$ cat src/rtl/gpu_pkg.sv
// Shared GPU encodings: core FSM states, writeback source codes and the special
// register map used by every per-thread register file.
package gpu_pkg;

    localparam int unsigned REG_ADDR_BITS = 4;
    localparam int unsigned NUM_REGS      = 16;
    localparam int unsigned BLOCK_ID_BITS = 8;

    localparam logic [2:0] ST_IDLE    = 3'b000;
    localparam logic [2:0] ST_FETCH   = 3'b001;
    localparam logic [2:0] ST_DECODE  = 3'b010;
    localparam logic [2:0] ST_REQUEST = 3'b011;
    localparam logic [2:0] ST_WAIT    = 3'b100;
    localparam logic [2:0] ST_EXECUTE = 3'b101;
    localparam logic [2:0] ST_UPDATE  = 3'b110;
    localparam logic [2:0] ST_DONE    = 3'b111;

    localparam logic [1:0] MUX_ALU  = 2'b00;
    localparam logic [1:0] MUX_LSU  = 2'b01;
    localparam logic [1:0] MUX_IMM  = 2'b10;
    localparam logic [1:0] MUX_RSVD = 2'b11;

    localparam logic [3:0] REG_BLOCK_ID  = 4'd13;
    localparam logic [3:0] REG_BLOCK_DIM = 4'd14;
    localparam logic [3:0] REG_THREAD_ID = 4'd15;
    localparam logic [3:0] REG_FIRST_RO  = 4'd13;

    function automatic logic is_read_only(input logic [3:0] addr);
        return addr >= REG_FIRST_RO;
    endfunction

endpackage

$ cat src/rtl/thread_regfile_if.sv
// Decode/alu/lsu-side bundle of a thread register file; master is the core side.
interface thread_regfile_if #(
    parameter int unsigned DATA_BITS = 8
);
    logic                 enable;
    logic [7:0]           block_id;
    logic [2:0]           core_state;
    logic [3:0]           decoded_rd_address;
    logic [3:0]           decoded_rs_address;
    logic [3:0]           decoded_rt_address;
    logic                 decoded_reg_write_enable;
    logic [1:0]           decoded_reg_input_mux;
    logic [7:0]           decoded_immediate;
    logic [DATA_BITS-1:0] alu_out;
    logic [DATA_BITS-1:0] lsu_out;
    logic [DATA_BITS-1:0] rs;
    logic [DATA_BITS-1:0] rt;
    logic                 wr_protect_err;

    modport master (
        output enable, block_id, core_state,
        output decoded_rd_address, decoded_rs_address, decoded_rt_address,
        output decoded_reg_write_enable, decoded_reg_input_mux, decoded_immediate,
        output alu_out, lsu_out,
        input  rs, rt, wr_protect_err
    );

    modport slave (
        input  enable, block_id, core_state,
        input  decoded_rd_address, decoded_rs_address, decoded_rt_address,
        input  decoded_reg_write_enable, decoded_reg_input_mux, decoded_immediate,
        input  alu_out, lsu_out,
        output rs, rt, wr_protect_err
    );
endinterface

$ cat src/rtl/thread_regfile_wb_mux.sv
// Writeback source select plus qualification: decides whether UPDATE commits to rd
// or trips the read-only protection flag.
module regfile_wb_mux
    import gpu_pkg::*;
#(
    parameter int unsigned DATA_BITS = 8
) (
    input  logic [2:0]           core_state,
    input  logic                 write_enable,
    input  logic [1:0]           input_mux,
    input  logic [3:0]           rd_address,
    input  logic [DATA_BITS-1:0] alu_out,
    input  logic [DATA_BITS-1:0] lsu_out,
    input  logic [DATA_BITS-1:0] immediate,
    output logic [DATA_BITS-1:0] wr_data_c,
    output logic                 wr_valid_c,
    output logic                 protect_err_c
);

    logic src_ok;
    logic commit;

    always_comb begin
        wr_data_c     = '0;
        src_ok        = 1'b1;
        commit        = 1'b0;
        wr_valid_c    = 1'b0;
        protect_err_c = 1'b0;

        case (input_mux)
            MUX_ALU: wr_data_c = alu_out;
            MUX_LSU: wr_data_c = lsu_out;
            MUX_IMM: wr_data_c = immediate;
            default: src_ok    = 1'b0;
        endcase

        // Reserved source is a silent no-op: neither a write nor a protection hit.
        commit        = (core_state == ST_UPDATE) && write_enable && src_ok;
        wr_valid_c    = commit && !is_read_only(rd_address);
        protect_err_c = commit && is_read_only(rd_address);
    end

endmodule

$ cat src/rtl/thread_regfile.sv
// Per-thread register file: operand read in REQUEST, writeback in UPDATE,
// read-only block id / block dim / thread id in R13..R15.
module thread_regfile
    import gpu_pkg::*;
#(
    parameter int unsigned THREADS_PER_BLOCK = 4,
    parameter int unsigned THREAD_ID         = 0,
    parameter int unsigned DATA_BITS         = 8
) (
    input logic              clk,
    input logic              reset,
    thread_regfile_if.slave  bus
);

    logic [DATA_BITS-1:0] regs [NUM_REGS];
    logic [DATA_BITS-1:0] wr_data_c;
    logic                 wr_valid_c;
    logic                 protect_err_c;

    regfile_wb_mux #(
        .DATA_BITS (DATA_BITS)
    ) u_wb_mux (
        .core_state    (bus.core_state),
        .write_enable  (bus.decoded_reg_write_enable),
        .input_mux     (bus.decoded_reg_input_mux),
        .rd_address    (bus.decoded_rd_address),
        .alu_out       (bus.alu_out),
        .lsu_out       (bus.lsu_out),
        .immediate     (DATA_BITS'(bus.decoded_immediate)),
        .wr_data_c     (wr_data_c),
        .wr_valid_c    (wr_valid_c),
        .protect_err_c (protect_err_c)
    );

    // Register array; R13 mirrors block_id every enabled cycle, so a same-cycle
    // read of R13 sees the value from before the edge.
    always_ff @(posedge clk or posedge reset) begin
        if (reset) begin
            for (int unsigned i = 0; i < NUM_REGS; i++) begin
                regs[i] <= '0;
            end
            regs[REG_BLOCK_DIM] <= DATA_BITS'(THREADS_PER_BLOCK);
            regs[REG_THREAD_ID] <= DATA_BITS'(THREAD_ID);
        end else if (bus.enable) begin
            regs[REG_BLOCK_ID] <= DATA_BITS'(bus.block_id);
            if (wr_valid_c) begin
                regs[bus.decoded_rd_address] <= wr_data_c;
            end
        end
    end

    // Operand latch: only REQUEST loads rs/rt, every other state holds them.
    always_ff @(posedge clk or posedge reset) begin
        if (reset) begin
            bus.rs <= '0;
            bus.rt <= '0;
        end else if (bus.enable && (bus.core_state == ST_REQUEST)) begin
            bus.rs <= regs[bus.decoded_rs_address];
            bus.rt <= regs[bus.decoded_rt_address];
        end
    end

    always_ff @(posedge clk or posedge reset) begin
        if (reset) begin
            bus.wr_protect_err <= 1'b0;
        end else if (bus.enable && protect_err_c) begin
            bus.wr_protect_err <= 1'b1;
        end
    end

endmodule

$ cat src/flat_wrapper.sv
// flat-port wrapper written by rule: the top's interface ports become plain ports
module thread_regfile_flat import gpu_pkg::*;
#(
    parameter int unsigned THREADS_PER_BLOCK = 4,
    parameter int unsigned THREAD_ID         = 0,
    parameter int unsigned DATA_BITS         = 8
)
  (clk, reset, bus_enable, bus_block_id, bus_core_state, bus_decoded_rd_address, bus_decoded_rs_address, bus_decoded_rt_address, bus_decoded_reg_write_enable, bus_decoded_reg_input_mux, bus_decoded_immediate, bus_alu_out, bus_lsu_out, bus_rs, bus_rt, bus_wr_protect_err);
  thread_regfile_if #(.DATA_BITS(DATA_BITS)) bus_i ();
  input logic clk;
  input logic reset;
  input wire logic [$bits(bus_i.enable)-1:0] bus_enable;
  input wire logic [$bits(bus_i.block_id)-1:0] bus_block_id;
  input wire logic [$bits(bus_i.core_state)-1:0] bus_core_state;
  input wire logic [$bits(bus_i.decoded_rd_address)-1:0] bus_decoded_rd_address;
  input wire logic [$bits(bus_i.decoded_rs_address)-1:0] bus_decoded_rs_address;
  input wire logic [$bits(bus_i.decoded_rt_address)-1:0] bus_decoded_rt_address;
  input wire logic [$bits(bus_i.decoded_reg_write_enable)-1:0] bus_decoded_reg_write_enable;
  input wire logic [$bits(bus_i.decoded_reg_input_mux)-1:0] bus_decoded_reg_input_mux;
  input wire logic [$bits(bus_i.decoded_immediate)-1:0] bus_decoded_immediate;
  input wire logic [$bits(bus_i.alu_out)-1:0] bus_alu_out;
  input wire logic [$bits(bus_i.lsu_out)-1:0] bus_lsu_out;
  output wire logic [$bits(bus_i.rs)-1:0] bus_rs;
  output wire logic [$bits(bus_i.rt)-1:0] bus_rt;
  output wire logic [$bits(bus_i.wr_protect_err)-1:0] bus_wr_protect_err;
  assign bus_i.enable = bus_enable;
  assign bus_i.block_id = bus_block_id;
  assign bus_i.core_state = bus_core_state;
  assign bus_i.decoded_rd_address = bus_decoded_rd_address;
  assign bus_i.decoded_rs_address = bus_decoded_rs_address;
  assign bus_i.decoded_rt_address = bus_decoded_rt_address;
  assign bus_i.decoded_reg_write_enable = bus_decoded_reg_write_enable;
  assign bus_i.decoded_reg_input_mux = bus_decoded_reg_input_mux;
  assign bus_i.decoded_immediate = bus_decoded_immediate;
  assign bus_i.alu_out = bus_alu_out;
  assign bus_i.lsu_out = bus_lsu_out;
  assign bus_rs = bus_i.rs;
  assign bus_rt = bus_i.rt;
  assign bus_wr_protect_err = bus_i.wr_protect_err;
  thread_regfile #(.THREADS_PER_BLOCK(THREADS_PER_BLOCK), .THREAD_ID(THREAD_ID), .DATA_BITS(DATA_BITS)) u_core (.clk(clk), .reset(reset), .bus(bus_i));
endmodule
$ cat config.mk
export PLATFORM = sky130hd
export DESIGN_NAME = thread_regfile_flat
export DESIGN_NICKNAME = d
export VERILOG_FILES = /design/src/rtl/gpu_pkg.sv /design/src/rtl/thread_regfile_if.sv /design/src/rtl/thread_regfile_wb_mux.sv /design/src/rtl/thread_regfile.sv /design/src/flat_wrapper.sv
export SDC_FILE = /design/constraint.sdc
export NUM_CORES = 1
export LEC_CHECK = 0
export ABC_AREA = 1
export BUFFER_PORTS_ARGS = -buffer_cell sky130_fd_sc_hd__buf_2
export CAP_MARGIN = 20
export CORE_MARGIN = 3
export CORE_UTILIZATION = 50
export CTS_CLUSTER_SIZE = 12
export DETAILED_ROUTE_END_ITERATION = 8
export PLACE_DENSITY = 0.68
export SKIP_LAST_GASP = 1
export SYNTH_ARGS = -nofsm -noshare
export SYNTH_HDL_FRONTEND = slang
export SYNTH_SLANG_ARGS = --single-unit
$ cat constraint.sdc
create_clock -name clk -period 5.1 [get_ports clk]
set_clock_uncertainty 0.1 [all_clocks]
set_input_delay 0.255 -clock clk [delete_from_list [all_inputs] [get_ports clk]]
set_output_delay 0.255 -clock clk [all_outputs]
set_load 0.05 [all_outputs]
==> metrics.yaml <==
grt:
  track_usage_pct: 31.0
  grt_pass1_vias: 8520
  antenna_found_initial: 0
  grt_pass1_wl_mm: 47.7
  grt_max_degree: 104
  grt-ovfl-total: 0
detailed_routing:
  drc_errors: 0
  via_count: 9180
  firstDrtPassIters: 6
  ant_nets: 0
  drtIter0Drc: 1191
  wl_per_cell_um: 18.9
  drt-total-wl_mm: 29.8
  avgViaCountPerCell: 5.82
synth:
  synth_xor_area_share_pct: 0
  synthTopCellsByArea: "dfrtp_1 (41%), nand2_1 (24%), nand3_1 (14%)"
  synthDistinctLibCells: 21
  synth_compound_area_share_pct: 0.767
  synth_area_mm2: 0.00881
  synth.largest_area_cell: "dfrtp_1"
  synth-simple-area-share_pct: 46.7
  synth_common_cells: "nand2_1 (565), nand3_1 (241), dfrtp_1 (144), inv_1 (143), nand4_1 (104)"
  ys_seq_elements: 145
  synth_nets: 1386
  synth.avg_cell_area_um2: 6.61
  synthAdderAreaFrac_pct: 0
  async_flop_share_pct: 100
  muxShareOfSynthArea_pct: 0
  synth_cells: 1333
  yosys_warnings: 0
  yosysMostFrequentCell: "nand2_1"
  synth_top_family_by_area: "simple AND/OR/NAND/NOR gates"
  seq_area_frac_synth_pct: 41.2
  synth_edf_count: 0
  ys.flop_type: "dfrtp_1"
  synth_top_area_share_pct: 40.9
worst_setup_path:
  worstPathArrival_ps: 2310
  cp_top_family: "buffers and inverters"
  path_class: "input port to flop"
  path_cells: "buf_2, inv_1, nand3_1, nand3_1, nand3_1, nand2_1, nand2_1, nand2_1"
  crit_buf_inv: 2
  max_stage_delay_ps: 720
  critPathCaptureType: "flop"
  slowest_stage: "inv_1"
  critPathLaunchType: "input port"
  critPathMaxFanout: 33
  critPathRequiredTime_ps: 5330
timing:
  drv_slew: 0
  tns_ps: 0
  setup_viol: 0
  hold_viol_final: 0
  setup_slack_ps: 3020
  fin_hold_ws_ps: 25.8
  tightest_slew_ps: 1100
  min_period_ps: 2080
  rsz0062_at_grt: "false"
  fin_crit_sh_pct: 40.8
  slew_headroom_pct: 26.3
  fmax_mhz: 481
power:
  p_sw_share_pct: 32.0
  p_comb_share_pct: 17.7
  intPower_uw: 2130
  max-vdd-ir-drop_mv: 0.251
  total_leakage_power_uw: 0.00544
  total_power_uw: 3140
  pwr-share-clk_pct: 42.8
  powerDensity_mw_per_mm2: 319
  p_switching_uw: 1000
  pwr-share-seq_pct: 39.5
floorplan:
  die_x_um: 139
  die_area_mm2: 0.0192
  start_util_pct: 52.0
  core_area_mm2: 0.0169
  chipHeight_um: 139
  rows: 47
  io_pins: 70
run_status:
  outcome: "finished, final reports clean"
place:
  dp_worst_setup_slack_ps: 2470
  hpwl_mm: 19.1
  port_buffers: 69
  gp_congestion: 0.946
cts:
  clk_latency_ps: 440
  clock_sinks: 145
  clk_path_buf_depth: 2
  cts_root_buffer: "clkbuf_16"
  cts_made_buffers: 17
  clk_pin_slew_ps: 60
  h-tree-depth: 4
  ctsResizeCount: 0
  cts_tree: "built"
finish:
  drive_gt1_share_pct: 9.65
  syn_to_final_growth_pct: 11.8
  final_nets: 1397
  num-fill-cells: 1641
  diodes: 0
job:
  cap_viol_max_count: 0
min_path:
  hold_class: "input port to flop"
## power by group through the flow
stage                     combinational (uW)  sequential [uW]  clock (uW)
final                                    555             1240        1340
after global placement                   532             1260           0
after detailed placement                 533             1260           0
after floorplan                          282             1340           0
after global routing                     604             1250        1390
after CTS                                541             1240        1350
## layer usage
layer	vias to the layer above	GRT usage, %	share of wire (%)
li1	4278	-	-
met1	4253	43.2	42
met2	547	45.8	43
met3	102	8.17	11
met4	0	13.5	4.4
met5	-	0	0
## cell families after synthesis
group,Yosys count
DFF,145
buffers and inverters,248
and+or+nand+nor,930
AOI/OAI and AO/OA,10
## sequential cells by signal, summed over array words and instances, names as in the netlist
| signal | flops |
|---|---|
| u_core.bus.rt | 8 |
| u_core.bus.rs | 8 |
| u_core.bus.wr_protect_err | 1 |
| u_core.regs | 128 |
## what timing repair did
action | in CTS | in global routing
hold endpoints to repair | 69 | 0
buffers inserted | 0 | 0
hold buffers | 9 | 0
## worst paths after layout
check	cells after the start	slack [ps]	to	start
max in group asynchronous	4	3300	u_core.regs[121]	reset
setup reg to reg	8	3670	u_core.bus.rt[4]	u_core.regs[36]
hold / removal	4	30	u_core.bus.rt[4]	bus_core_state[2]
min in group asynchronous	3	490	u_core.regs[5]	reset
hold reg to reg	0	270	u_core.regs[10]	u_core.regs[10]
setup / recovery	8	3020	u_core.bus.rs[5]	bus_decoded_rs_address[1]
## cells in the final DEF (no fill, tap or decap)
cell,synthesis,routed
dfrtp_1,144,144
dlygate4sd3_1,0,9
a21o_1,1,1
nor2_1,7,6
buf_6,2,1
clkinv_1,5,5
dfstp_2,1,1
nand4_1,104,104
buf_2,11,69
nand3_2,5,5
inv_2,2,2
bufinv_16,0,3
inv_1,143,142
buf_16,0,1
buf_4,10,8
nand3_1,241,241
inv_6,0,5
o21ai_0,8,8
clkbuf_1,73,1
nor2_4,1,1
buf_12,0,2
clkinv_4,0,5
clkbuf_16,0,17
nor2_2,6,7
clkinvlp_4,0,1
a211oi_4,1,1
nand2_1,565,565
nor3_2,1,1
clkbuf_8,0,1
## per-stage QoR
step	util (%)	area [um2]	std cells
final	58.2	9850	1577
after global routing	58.2	9850	1577
after CTS	57.7	9770	1573
after detailed placement	53.5	9060	1532
after global placement	53.5	9060	1532
after floorplan	-	8810	1333
## tightest hold or removal path, delay by kind of cell
family | cells | cell delay (ps)
AND/OR/NAND/NOR | 3 | 170
buffers and inverters | 1 | 100
## final cells by class
class                      instances  area [um2]  share of cell area, %
multi-input combinational        940        4180                   42.5
sequential                       145        3630                   36.9
timing repair buffer              90         574                   5.83
inverter                         150         568                   5.77
clock buffer                      19         443                   4.50
tap                              220         275                   2.79
clock inverter                    13         176                   1.79
(Power assumes the default switching activity.)
